`config.mk`:
```
export PLATFORM = sky130hd
export DESIGN_NAME = mac_accumulator_4bit
export DESIGN_NICKNAME = d
export VERILOG_FILES = /design/src/rtl/mac_pkg.sv /design/src/rtl/multiplier_4bit.sv /design/src/rtl/mac_accumulator_4bit.sv
export SDC_FILE = /design/constraint.sdc
export NUM_CORES = 1
export LEC_CHECK = 0
export CORE_ASPECT_RATIO = 1.5
export CORE_UTILIZATION = 40
export DETAILED_ROUTE_END_ITERATION = 8
export PLACE_DENSITY = 0.75
export SYNTH_ARGS = -nofsm -noshare
export SYNTH_HDL_FRONTEND = slang
export SYNTH_HIERARCHICAL = 1
export SYNTH_SLANG_ARGS = --single-unit
```
`constraint.sdc`:
```
create_clock -name clk -period 11.8 [get_ports clk]
set_input_delay 1.77 -clock clk [delete_from_list [all_inputs] [get_ports clk]]
set_output_delay 1.77 -clock clk [all_outputs]
set_load 0.01 [all_outputs]
```
`src/rtl/mac_pkg.sv`:
```
// mac_pkg: shared types and widths for the multiply-accumulate slice.
//   mac_state_t : accumulator FSM states (IDLE, ACCUM, HOLD)
//   OPND_W      : unsigned operand width (4)
//   PROD_W      : full product width (8)
package mac_pkg;

    localparam int unsigned OPND_W = 4;
    localparam int unsigned PROD_W = 8;

    typedef enum logic [1:0] {
        IDLE,
        ACCUM,
        HOLD
    } mac_state_t;

endpackage

```
`src/rtl/multiplier_4bit.sv`:
```
// multiplier_4bit: combinational unsigned 4x4 -> 8-bit multiplier.
//   A : unsigned multiplicand
//   B : unsigned multiplier
//   P : full-width product A*B
module multiplier_4bit
    import mac_pkg::*;
(
    input  logic [OPND_W-1:0] A,
    input  logic [OPND_W-1:0] B,
    output logic [PROD_W-1:0] P
);

    assign P = PROD_W'(A) * PROD_W'(B);

endmodule

```
`src/rtl/mac_accumulator_4bit.sv`:
```
// mac_accumulator_4bit: sums LEN consecutive 4x4 products into an ACC_W-bit
// result and hands it downstream over a valid/ready handshake.
//   clk, rst            : rising-edge clock, synchronous active-high reset
//   in_valid / in_ready : operand-pair handshake for A, B
//   A, B                : unsigned 4-bit operands
//   out_valid/out_ready : result handshake
//   out_acc             : accumulated sum of LEN products
//   out_ovf             : sticky overflow flag for the current result
//   busy                : high while accumulating or holding a result
// Build option: define MAC_SATURATE_EN to clamp the sum at 2^ACC_W-1 on
// overflow instead of wrapping; the overflow flag is set either way.
module mac_accumulator_4bit
    import mac_pkg::*;
#(
    parameter int unsigned ACC_W = 16,
    parameter int unsigned LEN   = 4
) (
    input  logic              clk,
    input  logic              rst,
    input  logic              in_valid,
    output logic              in_ready,
    input  logic [OPND_W-1:0] A,
    input  logic [OPND_W-1:0] B,
    output logic              out_valid,
    input  logic              out_ready,
    output logic [ACC_W-1:0]  out_acc,
    output logic              out_ovf,
    output logic              busy
);

    localparam int unsigned      CNT_W    = $clog2(LEN + 1);
    // Count value in ACCUM whose accepted beat completes the result.
    localparam logic [CNT_W-1:0] LAST_CNT = CNT_W'(LEN - 1);

    mac_state_t        state_q, state_d;
    logic [ACC_W-1:0]  acc_q, acc_d;
    logic [CNT_W-1:0]  cnt_q, cnt_d;
    logic              ovf_q, ovf_d;

    logic [PROD_W-1:0] prod;
    logic [ACC_W:0]    sum_wide;
    logic              carry;
    logic [ACC_W-1:0]  sum_next;
    logic              beat;

    multiplier_4bit u_mult (
        .A (A),
        .B (B),
        .P (prod)
    );

    assign sum_wide = {1'b0, acc_q} + (ACC_W + 1)'(prod);
    assign carry    = sum_wide[ACC_W];

`ifdef MAC_SATURATE_EN
    // Once clamped, any further nonzero product carries again, so the
    // result stays pinned at full scale for the rest of the beats.
    assign sum_next = carry ? '1 : sum_wide[ACC_W-1:0];
`else
    assign sum_next = sum_wide[ACC_W-1:0];
`endif

    assign in_ready  = !rst && (state_q != HOLD);
    assign beat      = in_valid && in_ready;
    assign out_valid = (state_q == HOLD);
    assign busy      = (state_q != IDLE);
    assign out_acc   = acc_q;
    assign out_ovf   = ovf_q;

    always_comb begin
        state_d = state_q;
        acc_d   = acc_q;
        cnt_d   = cnt_q;
        ovf_d   = ovf_q;
        case (state_q)
            IDLE: begin
                if (beat) begin
                    // First beat loads rather than adds, discarding the old result.
                    acc_d   = ACC_W'(prod);
                    cnt_d   = CNT_W'(1);
                    ovf_d   = 1'b0;
                    state_d = (LEN == 1) ? HOLD : ACCUM;
                end
            end
            ACCUM: begin
                if (beat) begin
                    acc_d = sum_next;
                    cnt_d = cnt_q + CNT_W'(1);
                    ovf_d = ovf_q | carry;
                    if (cnt_q == LAST_CNT) begin
                        state_d = HOLD;
                    end
                end
            end
            HOLD: begin
                if (out_ready) begin
                    state_d = IDLE;
                end
            end
            default: state_d = IDLE;
        endcase
    end

    always_ff @(posedge clk) begin
        if (rst) begin
            state_q <= IDLE;
            acc_q   <= '0;
            cnt_q   <= '0;
            ovf_q   <= 1'b0;
        end else begin
            state_q <= state_d;
            acc_q   <= acc_d;
            cnt_q   <= cnt_d;
            ovf_q   <= ovf_d;
        end
    end

endmodule

```
==> summary.md, run 1 <==
| Metric | Value |
|---|---|
| Status | `complete, no violations` |
| Post-Syn Area | `0.00192 sq mm` |
| R2R depth | `6` |
| Initial antenna violation count | `0` |
| Worst endpoint data arrival time | `5.95 ns` |
| Distinct cells, synth | `52` |
| DIE HEIGHT | `86.8 microns` |
| Largest area contributor in the netlist | `dfxtp_1` |
| Cells after Synth | `222` |
| Unrepaired setup endpoints after global routing | `false` |
| Num rows | `30` |
| Met2 WL | `2220 microns` |
| Final Hold Slack | `0.458 ns` |
| HPWL after detailed placement | `3370 microns` |
| Gp weighted congestion | `0.861` |
| Clock latency on the worst-skew pair | `0.27 ns` |
| Synth cell count leaders | `22 x dfxtp_1, 22 x ha_1, 19 x nand2_1` |
| Seq/Total Area, Yosys | `22.9%` |
| Maximum vdd drop | `0.0435 mV` |
| Hold Path Stages | `2` |
| Clock buffer depth | `2` |
| R2R Setup Slk | `9.69 ns` |
| Reg2reg start | `out_acc[0]` |
| PwrDens | `107 mW/mm^2` |
| CTS tree | `yes` |
| Worst Hold Path EP | `cnt_q[2]` |
| Yosys reg bits | `22` |
| Full die area | `0.00509 sq mm` |
| DR vias/cell | `5.61` |
| Hold Path Origin | `cnt_q[2]` |
| Largest net degree at the start of global routing | `22` |
| Vias in the first global route | `1777` |
| Post-CTS Setup Bufs | `0` |
| DR WL/cell | `13.8 microns` |
| Filler cell count | `472` |
| Post-CTS sizing | `0` |
| Worst relative slew slack | `47.6%` |
| First-pass GRT wire length | `7720 microns` |
| Met3 wire len | `161 microns` |
| Post-CTS Hold Buffers | `0` |
| Yosys warnings | `6` |
| Initial Util | `41.9%` |
| # nets final | `291` |
| Core Area | `0.00458 sq mm` |
| Grt ovf | `0` |
| Ys async rst share | `0%` |
| Type of the worst setup path | `in -> reg` |
| I/O pin cnt | `32` |
| Share of layout cells above drive strength 1 | `6.37%` |
| Die Wd | `58.6 microns` |
| Top routing layer in use | `met4` |
| Post-synth EDFFs | `0` |
| Top post-synthesis cells by area | `dfxtp_1 23%, ha_1 14%, fa_1 5.2%, and2_1 4.6%, a21oi_1 3.9%` |
| Net Count, Synth | `261` |
| Buffers on Ports | `31` |
| Share of the synthesized area in the top cell type | `22.9%` |
| Worst Setup End Kind | `flop` |
| Fin crit period | `5.80 ns` |
| Via count | `1766` |
| Worst Max-Slew Pin Slew | `0.784 ns` |
| Max-slew violations | `0` |
| Setup tns final | `0 ns` |
| Worst-path clk slew | `0.08 ns` |
| Max Clk Rate | `0.172 GHz` |
| Fin. Hold Viols | `0` |
| Tcrit/Tclk final | `49.1%` |
| Tightest Hold Check Type | `reg -> reg` |
| Num CTS Buffers | `3` |
| Clock Skews | `0.00316 ns` |
| Total Routed Length | `4340 microns` |
| Critical Path Source Type | `input port` |
| Max-Cap Viols | `0` |
| # setup viols final | `0` |
| Critical-path maximum fanout | `6` |
| DRT iter0 DRCs | `60` |
| Htree depth | `1` |
| DRT Pass-1 Iters | `4` |
| R2R Path End | `out_acc[6]` |
| Worst EP required | `11.96 ns` |
| Area grow syn2layout | `22.4%` |
| Avg Cell Area, Syn | `8.65 sq um` |
| Top_reg_cell synth | `dfxtp_1` |
| Leak pwr | `0.952 nW` |
| Utilization after layout | `51.3%` |
| GRT Total Usage | `19.0%` |
| CTS root buffer | `clkbuf_8` |
| WL met1 | `1870 microns` |
| Diode count | `0` |
| Sink Count | `22` |
| Final ANT Viol Nets | `0` |
| DRC viols | `0` |
## flip-flops by register name (all words and copies together) (netlist names)
signal / flops
state_q: 2
cnt_q: 3
out_ovf: 1
out_acc: 16
## per-stage QoR
stage	worst slack [ns]	cell area [sq um]	std cells	power (mW)
after global placement	5.82	2280	311	0.179
after detailed placement	5.77	2280	311	0.182
final	6.00	2350	315	0.251
after floorplan	6.59	1920	222	0.154
after global routing	5.75	2350	315	0.269
after CTS	6.04	2350	315	0.254
## worst max path at each step
stage,slack (ns),start,to,cells past startpoint
5_1_grt,5.75,B[3],out_acc[9],14
3_3_place_gp,5.82,A[0],out_acc[9],14
3_5_place_dp,5.77,A[0],out_acc[9],14
4_1_cts,6.04,A[0],out_acc[9],14
2_1_floorplan,6.59,A[0],out_acc[9],13
6_report,6.00,B[3],out_acc[9],14
## final cells by class
class / instances / area, sq um / share of cell area (%)
multi-input combinational: 185 / 1410 / 60.0
timing repair buffer: 32 / 318 / 13.5
clock inverter: 1 / 30.0 / 1.28
tap: 64 / 80.1 / 3.41
sequential: 22 / 440 / 18.8
inverter: 8 / 30.0 / 1.28
clock buffer: 3 / 41.3 / 1.76
## metal layers
metal	track usage, %	vias up
li1	-	883
met3	1.79	7
met2	34.7	45
met5	0	-
met4	6.93	0
met1	22.5	831
## critical path, stage by stage
cell and delay [ns]:
clkdlybuf4s50_1 0.51, nand2_1 0.10, fa_1 0.55, inv_1 0.06, fa_1 0.54, fa_1 0.47
a21o_2 0.23, a21oi_1 0.16, xnor2_1 0.17, ha_1 0.33, a211oi_1 0.27, a2bb2oi_1 0.44
a21boi_0 0.20, mux2i_1 0.15
## report_power, final
part / total [mW] / internal, mW / leakage [nW] / switching, mW
Combinational: 0.0976 / 0.0455 / 0.737 / 0.0520
Sequential: 0.0827 / 0.0781 / 0.180 / 0.00451
Clock: 0.0712 / 0.0454 / 0.0357 / 0.0258
## cells by family (layout without fill, tap and decap cells)
kind of cell	Yosys count	in the layout	share of synthesized area, %
simple gates	78	78	22.8
buf+inv	15	44	3.65
fa+ha+maj	27	27	19.6
compound gates	67	67	24.7
mux	7	7	3.65
xor+xnor	6	6	2.74
flops	22	22	22.9
## layout by cell type (no fill, tap or decap), drive strengths merged, types with 2 or more instances in the layout
cell type and n:
mux2i 7, nand3 6, or3 4, o211a 2, nand2 19, clkbuf 3, xor2 2, a211oi 7
nor2 6, xnor2 4, and2 15, inv 8, nand3b 2, a311oi 2, o21ai 14, a21o 8
nor3 5, or4 3, a2111o 2, clkdlybuf4s50 31, dfxtp 22, nor2b 3, a21oi 16, ha 22
nor3b 3, fa 5, o31ai 4, o211ai 2, nand2b 6
(Power assumes the default switching activity.)
==> run 2: changes to the inputs <==
--- a/config.mk
+++ b/config.mk
@@ -8,7 +8,7 @@
 export CORE_ASPECT_RATIO = 1.5
 export CORE_UTILIZATION = 40
 export DETAILED_ROUTE_END_ITERATION = 8
-export PLACE_DENSITY = 0.75
+export PLACE_DENSITY = 0.77
 export SYNTH_ARGS = -nofsm -noshare
 export SYNTH_HDL_FRONTEND = slang
 export SYNTH_HIERARCHICAL = 1
==> constraint.sdc (replaced) <==
create_clock -name clk -period 5 [get_ports clk]
set_input_delay 0.75 -clock clk [delete_from_list [all_inputs] [get_ports clk]]
set_output_delay 0.75 -clock clk [all_outputs]
set_load 0.01 [all_outputs]
==> run 2 against run 1 <==
Clock skew is 0.0053 ns higher. Largest power group unchanged. Critical endpoint is now out_acc[15]. Via count fell by 0.11%. Total power rose by 140%. Design area grew 0.27%. Global-route usage is 0.56 points lower. Non-clock buffer count is the same. Sequential cell count unchanged. First-iteration DRC count shrank 3.3%. Setup slack worse by 5.7 ns. Critical path type unchanged. Clock power up 140%.
==> summary.md, run 2 (synthesized netlist as in run 1, its figures left out) <==
| Metric | Value |
|---|---|
| Status | `complete, no violations` |
| I/O pin cnt | `32` |
| CP most frequent cell | `fa_1` |
| Type of the worst setup path | `in -> reg` |
| HPWL after detailed placement | `3280 microns` |
| Placed instance area | `0.00228 sq mm` |
| Cells after DPL | `311` |
| Post-CTS Hold Buffers | `0` |
| Critical Path Source Type | `input port` |
| Max-Cap Viols | `0` |
| Unrepaired setup endpoints after global routing | `false` |
| DR vias/cell | `5.60` |
| DIE HEIGHT | `86.8 microns` |
| Max reg flops | `16` |
| Worst EP required | `5.20 ns` |
| CTS tree | `yes` |
| Sink Count | `22` |
| DRC viols | `0` |
| Worst Setup End Kind | `flop` |
| Initial antenna violation count | `0` |
| Clock Skews | `0.00850 ns` |
| Fin. Hold Viols | `0` |
| CTS root buffer | `clkbuf_8` |
| Final Hold Slack | `0.456 ns` |
| Crit path buf inv count | `2` |
| Num rows | `30` |
| Leak pwr | `0.953 nW` |
| Final ANT Viol Nets | `0` |
| Filler cell count | `454` |
| Kind of cell adding the most delay to the critical path | `adder cells` |
| Max Clk Rate | `0.214 GHz` |
| Max-slew violations | `0` |
| Full die area | `0.00509 sq mm` |
| Worst endpoint data arrival time | `4.86 ns` |
| Share of layout cells above drive strength 1 | `6.77%` |
| Utilization after layout | `51.4%` |
| DRT iter0 DRCs | `58` |
| Gp weighted congestion | `0.784` |
| Buffers on Ports | `31` |
| Fin crit period | `4.66 ns` |
| Slowest cell on crit path | `fa_1` |
| Total Routed Length | `4300 microns` |
| Worst relative slew slack | `49.1%` |
| Core Area | `0.00458 sq mm` |
| First-pass GRT wire length | `7510 microns` |
| Clock buffer depth | `2` |
| Vias in the first global route | `1755` |
| Final instance area | `0.00235 sq mm` |
| DRT Pass-1 Iters | `4` |
| Final Worst Setup Slack | `0.337 ns` |
| # nets final | `291` |
| Total Power | `595 uW` |
| Initial Util | `41.9%` |
| Non-Filler Instances | `315` |
| Worst slack, placed | `-0.0106 ns` |
| Clock latency on the worst-skew pair | `0.27 ns` |
| # setup viols final | `0` |
| Grt ovf | `0` |
| Htree depth | `1` |
| Worst-path cell chain | `clkdlybuf4s50_1 -> nand2_1 -> fa_1 -> inv_1 -> fa_1 -> fa_1 -> a21o_2 -> a21oi_1 -> xnor2_1 -> ha_1 -> and4_2 -> nand3_1 -> a211oi_1 -> mux2i_1` |
| PwrDens | `253 mW/mm^2` |
| Tightest Hold Check Type | `reg -> reg` |
| Commonest non-fill, non-tap cell in the layout | `clkdlybuf4s50_1` |
| Post-CTS Setup Bufs | `0` |
| Area grow syn2layout | `22.7%` |
| Worst path max stage delay | `0.54 ns` |
| Setup tns final | `0 ns` |
| DR WL/cell | `13.6 microns` |
| Maximum vdd drop | `0.142 mV` |
| GRT Total Usage | `18.5%` |
| Num CTS Buffers | `3` |
| Tcrit/Tclk final | `93.3%` |
| Most frequent cells in the layout | `31 x clkdlybuf4s50_1, 22 x ha_1, 22 x dfxtp_1, 19 x nand2_1, 15 x a21oi_1` |
| Largest net degree at the start of global routing | `22` |
| Die Wd | `58.6 microns` |
| Worst Max-Slew Pin Slew | `0.761 ns` |
| Critical-path maximum fanout | `6` |
| Via count | `1764` |
| Worst-path clk slew | `0.08 ns` |
| Diode count | `0` |
[run 2: cell count changes in the layout (fill, tap and decap cells not counted)]
cell,change
a2bb2oi_2,+1
a2bb2oi_1,-1
[run 2: worst min-delay path, stage by stage, from the launching register on]
cell     delay, ns
dfxtp_1       0.32
nand2_1       0.05
a21oi_1       0.05
[run 2: worst paths after layout]
path,start,endpoint,slack (ns),cells past startpoint
worst max-delay path,B[3],out_acc[15],0.34,14
worst min-delay path,cnt_q[2],cnt_q[2],0.46,2
worst max register to register,out_acc[0],out_acc[6],2.87,6
worst min register to register,cnt_q[2],cnt_q[2],0.46,2
[run 2: cell type report]
| cell class | instances | area [sq um] | area share, % |
|---|---|---|---|
| repair buffers | 32 | 318 | 13.5 |
| inverters | 8 | 30.0 | 1.28 |
| clock inverters | 1 | 30.0 | 1.28 |
| clock buffers | 3 | 41.3 | 1.75 |
| flip-flops and latches | 22 | 440 | 18.7 |
| multi-input cells | 185 | 1420 | 60.1 |
| well taps | 64 | 80.1 | 3.40 |
[run 2: routing by layer]
layer | GRT usage [%] | vias up | part of all wire (%)
met5 | 0 | - | 0
met4 | 6.06 | 0 | 2.0
met3 | 2.84 | 11 | 3.9
met2 | 33.1 | 41 | 51
met1 | 22.0 | 826 | 43
li1 | - | 886 | -
[run 2: where the power goes]
part	switching (mW)	internal (mW)	leakage, nW	total, mW
clock network	0.0642	0.107	0.0357	0.171
logic	0.121	0.108	0.738	0.229
registers	0.0107	0.184	0.180	0.195
[run 2: timing repair]
| item | CTS | global route |
|---|---|---|
| endpoints found under the hold margin | 0 | 0 |
| resized for setup | 0 | 1 |
| endpoints found under the setup margin | 0 | 1 |
